`config.mk`:
```
export PLATFORM = sky130hd
export DESIGN_NAME = sw_input_port
export DESIGN_NICKNAME = d
export VERILOG_FILES = /design/src/rtl/sw_input_port.sv
export SDC_FILE = /design/constraint.sdc
export NUM_CORES = 1
export LEC_CHECK = 0
export CAP_MARGIN = 20
export CELL_PAD_IN_SITES_DETAIL_PLACEMENT = 0
export CELL_PAD_IN_SITES_GLOBAL_PLACEMENT = 1
export CORE_MARGIN = 4
export CORE_UTILIZATION = 42
export CTS_CLUSTER_SIZE = 14
export DETAILED_ROUTE_END_ITERATION = 10
export GPL_ROUTABILITY_DRIVEN = 0
export MAX_ROUTING_LAYER = met4
export PLACE_DENSITY_LB_ADDON = 0.1
export SYNTH_ARGS = -nofsm -noshare
export SYNTH_HDL_FRONTEND = slang
export SYNTH_SLANG_ARGS = --single-unit
```
`constraint.sdc`:
```
create_clock -name CLK -period 2.3 [get_ports CLK]
set_input_delay 0.345 -clock CLK [delete_from_list [all_inputs] [get_ports CLK]]
set_output_delay 0.345 -clock CLK [all_outputs]
set_load 0.005 [all_outputs]
```
`src/rtl/sw_input_port.sv`:
```
// -----------------------------------------------------------------------------
// sw_input_port
//
// Switch input peripheral for the MINI_CPU. The module synchronizes the raw
// board switches and debounces them. It keeps a stable copy of the switch
// value and sets a sticky "changed" flag whenever that copy updates. The CPU
// reads the stable copy through a two-state valid/ack handshake.
//
// Parameters
//   DATA_WIDTH       switch / data width
//   DEBOUNCE_CYCLES  number of consecutive equal synchronized samples needed
//                    before a new value is accepted (must be >= 1)
//
// Ports
//   CLK       in   rising-edge clock
//   RST       in   asynchronous active-low reset
//   SW        in   raw switch levels, asynchronous to CLK
//   rd_req    in   read request, sampled only in IDLE
//   rd_ack    in   read acknowledge, sampled only in RESP
//   rd_data   out  stable value captured when the request was accepted
//   rd_valid  out  rd_data is valid; held until acknowledged
//   stable    out  current debounced switch value
//   changed   out  stable has changed since the last accepted read
// -----------------------------------------------------------------------------
module sw_input_port #(
  parameter int DATA_WIDTH      = 8,
  parameter int DEBOUNCE_CYCLES = 4
) (
  input  logic                  CLK,
  input  logic                  RST,
  input  logic [DATA_WIDTH-1:0] SW,
  input  logic                  rd_req,
  input  logic                  rd_ack,
  output logic [DATA_WIDTH-1:0] rd_data,
  output logic                  rd_valid,
  output logic [DATA_WIDTH-1:0] stable,
  output logic                  changed
);

  localparam int                CNT_W   = $clog2(DEBOUNCE_CYCLES) + 1;
  localparam logic [CNT_W-1:0]  CNT_MAX = CNT_W'(DEBOUNCE_CYCLES - 1);

  typedef enum logic {
    IDLE = 1'b0,
    RESP = 1'b1
  } state_t;

  // Synchronizer and debounce state
  logic [DATA_WIDTH-1:0] sync1_q;
  logic [DATA_WIDTH-1:0] sw_s_q;
  logic [DATA_WIDTH-1:0] cand_q, cand_d;
  logic [CNT_W-1:0]      cnt_q,  cnt_d;
  logic [DATA_WIDTH-1:0] stable_q, stable_d;

  // Read handshake state
  state_t                state_q;
  logic [DATA_WIDTH-1:0] rd_data_q;
  logic                  rd_valid_q;
  logic                  changed_q;

  logic                  accept_w;
  logic                  rd_take_w;

  // The candidate has been seen for the full window and differs from the
  // current stable value.
  assign accept_w  = (cnt_q == CNT_MAX) && (sw_s_q == cand_q) && (cand_q != stable_q);
  assign rd_take_w = (state_q == IDLE) && rd_req;

  // Debounce next-state. Any mismatch between the synchronized input and the
  // candidate restarts the window, so short glitches never reach stable.
  always_comb begin
    cand_d   = cand_q;
    cnt_d    = cnt_q;
    stable_d = stable_q;
    if (sw_s_q != cand_q) begin
      cand_d = sw_s_q;
      cnt_d  = '0;
    end else if (cnt_q < CNT_MAX) begin
      cnt_d = cnt_q + CNT_W'(1);
    end
    if (accept_w) begin
      stable_d = cand_q;
    end
  end

  always_ff @(posedge CLK or negedge RST) begin
    if (!RST) begin
      sync1_q  <= '0;
      sw_s_q   <= '0;
      cand_q   <= '0;
      cnt_q    <= '0;
      stable_q <= '0;
    end else begin
      sync1_q  <= SW;
      sw_s_q   <= sync1_q;
      cand_q   <= cand_d;
      cnt_q    <= cnt_d;
      stable_q <= stable_d;
    end
  end

  // Read FSM plus the sticky changed flag. A stable update in the same cycle
  // as an accepted read keeps changed set: the read returns the old value, so
  // the new one has not been seen yet.
  always_ff @(posedge CLK or negedge RST) begin
    if (!RST) begin
      state_q    <= IDLE;
      rd_data_q  <= '0;
      rd_valid_q <= 1'b0;
      changed_q  <= 1'b0;
    end else begin
      case (state_q)
        IDLE: begin
          if (rd_req) begin
            rd_data_q  <= stable_q;
            rd_valid_q <= 1'b1;
            state_q    <= RESP;
          end
        end
        RESP: begin
          // Requests are ignored here; only the ack matters.
          if (rd_ack) begin
            rd_valid_q <= 1'b0;
            state_q    <= IDLE;
          end
        end
        default: begin
          rd_valid_q <= 1'b0;
          state_q    <= IDLE;
        end
      endcase

      if (accept_w) begin
        changed_q <= 1'b1;
      end else if (rd_take_w) begin
        changed_q <= 1'b0;
      end
    end
  end

  assign rd_data  = rd_data_q;
  assign rd_valid = rd_valid_q;
  assign stable   = stable_q;
  assign changed  = changed_q;

endmodule

```
==> results list <==
* Antenna-violating nets left: 0
* Leakage power total: about 0.94 nW
- Post-detailed-route wirelength per cell: 12.9 microns
* End-of-flow core utilization: 0.557
- Synth area leaders: sky130_fd_sc_hd__dfrtp_1 (68%), sky130_fd_sc_hd__mux2_2 (11%), sky130_fd_sc_hd__xnor2_1 (4.1%)
* Cell Rows: 22
- Syn Inst Count: around 110
- Num CTS Buffers: 5
- IR analysis of the VDD net gives a maximum drop of 0.000327 V.
- Die outline height: about 70 microns
- Power spread over the standard cell area amounts to 670 nW/um^2.
- In the final layout, the share of cells above drive strength 1 is 0.197.
- Delay-heaviest family, CP: flip-flops
* Post-detailed-route via-to-cell ratio: between 4 and 5
- Proportion of register bits with asynchronous set or reset after synthesis: 1.00
- Initial antenna violation count: 0
* Worst Setup End Kind: flip-flop
- Main flop type after synthesis: sky130_fd_sc_hd__dfrtp_1
- Antenna cell count: 0
- For this run, design rule violations remaining after detail routing come to 0.
* Part of the total power dissipated in combinational logic: 0.063
* Type of the worst setup path: reg -> reg
* Post-layout net count: 155
- For this design the total switching power over the nets is 0.000313 W.
- Along the worst path, the maximum fanout reaches 9.
- CTS H-tree depth: 2
- Placeable core region: between 3000 and 4000 sq um
* Largest stage delay on the critical path: 420 ps
- Net switching share of the total power: 0.223
* Remaining Overflow, GRT: 0
* Starting density of the core: 0.448
- Post-route clock skew: 2.33 ps
* Fraction of post-synthesis cell area in the top cell type by area: 0.681
- Largest net degree at the start of global routing: 47
- Measured against its own limit, the worst slew margin works out to 0.627.
* Number of primary I/O pins: 30
- Post-synth EDFFs: 0
* Final Hold Viols: 0
- Cell internal power was estimated by the tool at ~0.0011 W.
* Number of nets produced by synthesis: 126
- In the finished design, the share of the clock period the worst path needs comes to 0.728.
* Latest clock arrival within the worst-skew pair: 290 ps
- Timing would allow up to 0.597 GHz.
- The floorplan step defined a die boundary enclosing between 5000 and 6000 sq um.
* Number of inserted filler cells in the final layout: between 300 and 400
- Top cells by instance count after synthesis: sky130_fd_sc_hd__dfrtp_1 (46), sky130_fd_sc_hd__mux2_2 (16), sky130_fd_sc_hd__clkbuf_1 (8), sky130_fd_sc_hd__xnor2_1 (8), sky130_fd_sc_hd__xor2_1 (8)
- STA puts the critical path data required time at 2480 ps.
* Signal arrival time at the worst endpoint: 1850 ps
- Synthesis Warnings: 0
- Half-perimeter wire length of the detailed placement result: 1750 microns
- Number of vias in the routed layout: 889
- The number of setup buffers added after CTS is 0.
- The synthesized design contains 46 register bits.
- The detailed router finished its first iteration with 54 violations.
* Count of max-cap constraint violations: 0
- Aggregate negative setup slack: 0 ps
- CTS resizes: 0
- The via count of the first global-routing pass is 933.
- Synth unique cells: 16
- Buffers inserted to repair hold after CTS numbered 0.
- No sink is reached through more buffers than the 2 on the longest clock path.
- After synthesis, the mean cell area works out to around 15 sq um.
- Of the total power, the clock network draws 0.330.
- The number of slew-limit violations in the final report was 0.
* Count of input and output buffers: 29
* Sequential fraction of the synthesis area: 0.681
- Sum of internal, switching and leakage power: 0.00141 W
- The die is 71.4 microns wide.
- At the pin with the least slew margin, the transition time is 560 ps.
- The first global-routing pass estimated about 4200 microns of wire.
- Clock tree from TritonCTS: done
- The flow ran to the end, and the final reports show no timing, DRC or antenna violations.
* Ordered list of cells on the worst path: xor2_1 > nor4_4 > o2111ai_4 > mux2_2
* Overall track demand over capacity in global routing: 0.112
- STA classifies the critical path startpoint as a flip-flop.
- The worst hold path belongs to the class in -> async.
- Detailed Routing Iterations Pass 1: 4
- Setup repair after global routing left no endpoint under its margin.
- Share of power burned in registers: 0.607
- Leading cell type by number of instances after synthesis: sky130_fd_sc_hd__dfrtp_1
* Synth Cell Area: 1690 sq um
* TritonCTS Sinks: 46
- In this run the clock root is driven by a sky130_fd_sc_hd__clkbuf_8.
- Time the worst path needs with I/O delays and setup: roughly 1700 ps
- Summed over all layers, the routed wires come to 2450 microns.
* Clock transition at the registers of the reported paths: about 80 ps
- Setup violations, final: 0
- Relative to the synthesized area, the layout overhead comes to 24.2%.
- The number of buffers and inverters on the critical path is 0.
- Standard cell with the maximum stage delay on the critical path: sky130_fd_sc_hd__dfrtp_1
- Of all cell types, the one taking the most synthesized area is sky130_fd_sc_hd__dfrtp_1.
sequential cells by signal, indices dropped and copies added (netlist names):
name / count
state_q: 1
rd_data: 8
sw_s_q: 8
stable: 8
sync1_q: 8
cand_q: 8
cnt_q: 3
changed: 1
rd_valid: 1
final timing paths:
path                       startpoint         end  slack [ps]  cells after the start
max in group asynchronous         RST   cand_q[3]        1790                      2
min in group CLK           sync1_q[2]   sw_s_q[2]         350                      0
setup reg to reg            cand_q[0]   stable[1]         630                      4
setup / recovery            cand_q[0]   stable[1]         630                      4
hold reg to reg            sync1_q[2]   sw_s_q[2]         350                      0
hold / removal                    RST  rd_data[3]         110                      2
power groups by stage:
stage               combinational (W)  clock (W)  sequential, W
floorplan                   0.0000465          0       0.000867
global placement            0.0000900          0       0.000869
global route                 0.000100   0.000519       0.000858
finish                      0.0000884   0.000464       0.000854
CTS                         0.0000920   0.000487       0.000854
detailed placement          0.0000916          0       0.000871
cell families after synthesis:
family | count (synthesis) | share of synthesized area
AOI/OAI and AO/OA | 7 | 0.0355
adders and majority gates | 2 | 0.0148
buffers and inverters | 11 | 0.0244
muxes | 16 | 0.107
xor gates and xnor gates | 16 | 0.0829
DFF | 46 | 0.681
and+or+nand+nor | 14 | 0.0548
metrics by stage:
step	area, sq um	std cells	hold slack [ps]	worst slack (ps)
after floorplan	1690	112	49.4	725
after global routing	2100	190	176	498
final	2100	190	114	626
after global placement	2010	182	332	654
after CTS	2100	190	144	596
after detailed placement	2010	182	336	608
layout by cell type, fill, tap and decap left out, types with 3 or more instances in the layout:
cell,n
sky130_fd_sc_hd__clkbuf_8,5
sky130_fd_sc_hd__dfrtp_1,46
sky130_fd_sc_hd__xor2_1,8
sky130_fd_sc_hd__nand2_1,5
sky130_fd_sc_hd__clkdlybuf4s50_1,28
sky130_fd_sc_hd__xnor2_1,8
sky130_fd_sc_hd__nor2_1,5
sky130_fd_sc_hd__mux2_2,16
sky130_fd_sc_hd__inv_1,3
layout make-up:
cell class | count | area, sq um | area share
sequential | 46 | 1150 | 0.548
multi-input combinational | 55 | 498 | 0.237
timing repair buffer | 30 | 293 | 0.139
clock buffer | 6 | 72.6 | 0.0346
tap | 48 | 60.1 | 0.0286
clock inverter | 2 | 13.8 | 0.00656
inverter | 3 | 11.3 | 0.00536
metal layers:
| metal | vias up | part of all wire | wire (microns) | track usage |
|---|---|---|---|---|
| met5 | - | 0 | 0 | - |
| met4 | 0 | 0.016 | 38 | 0.0543 |
| met3 | 4 | 0.078 | 191 | 0.0477 |
| met2 | 30 | 0.45 | 1110 | 0.159 |
| met1 | 429 | 0.45 | 1110 | 0.137 |
| li1 | 426 | - | - | - |
Note: power is estimated with default switching activity, not from simulation.
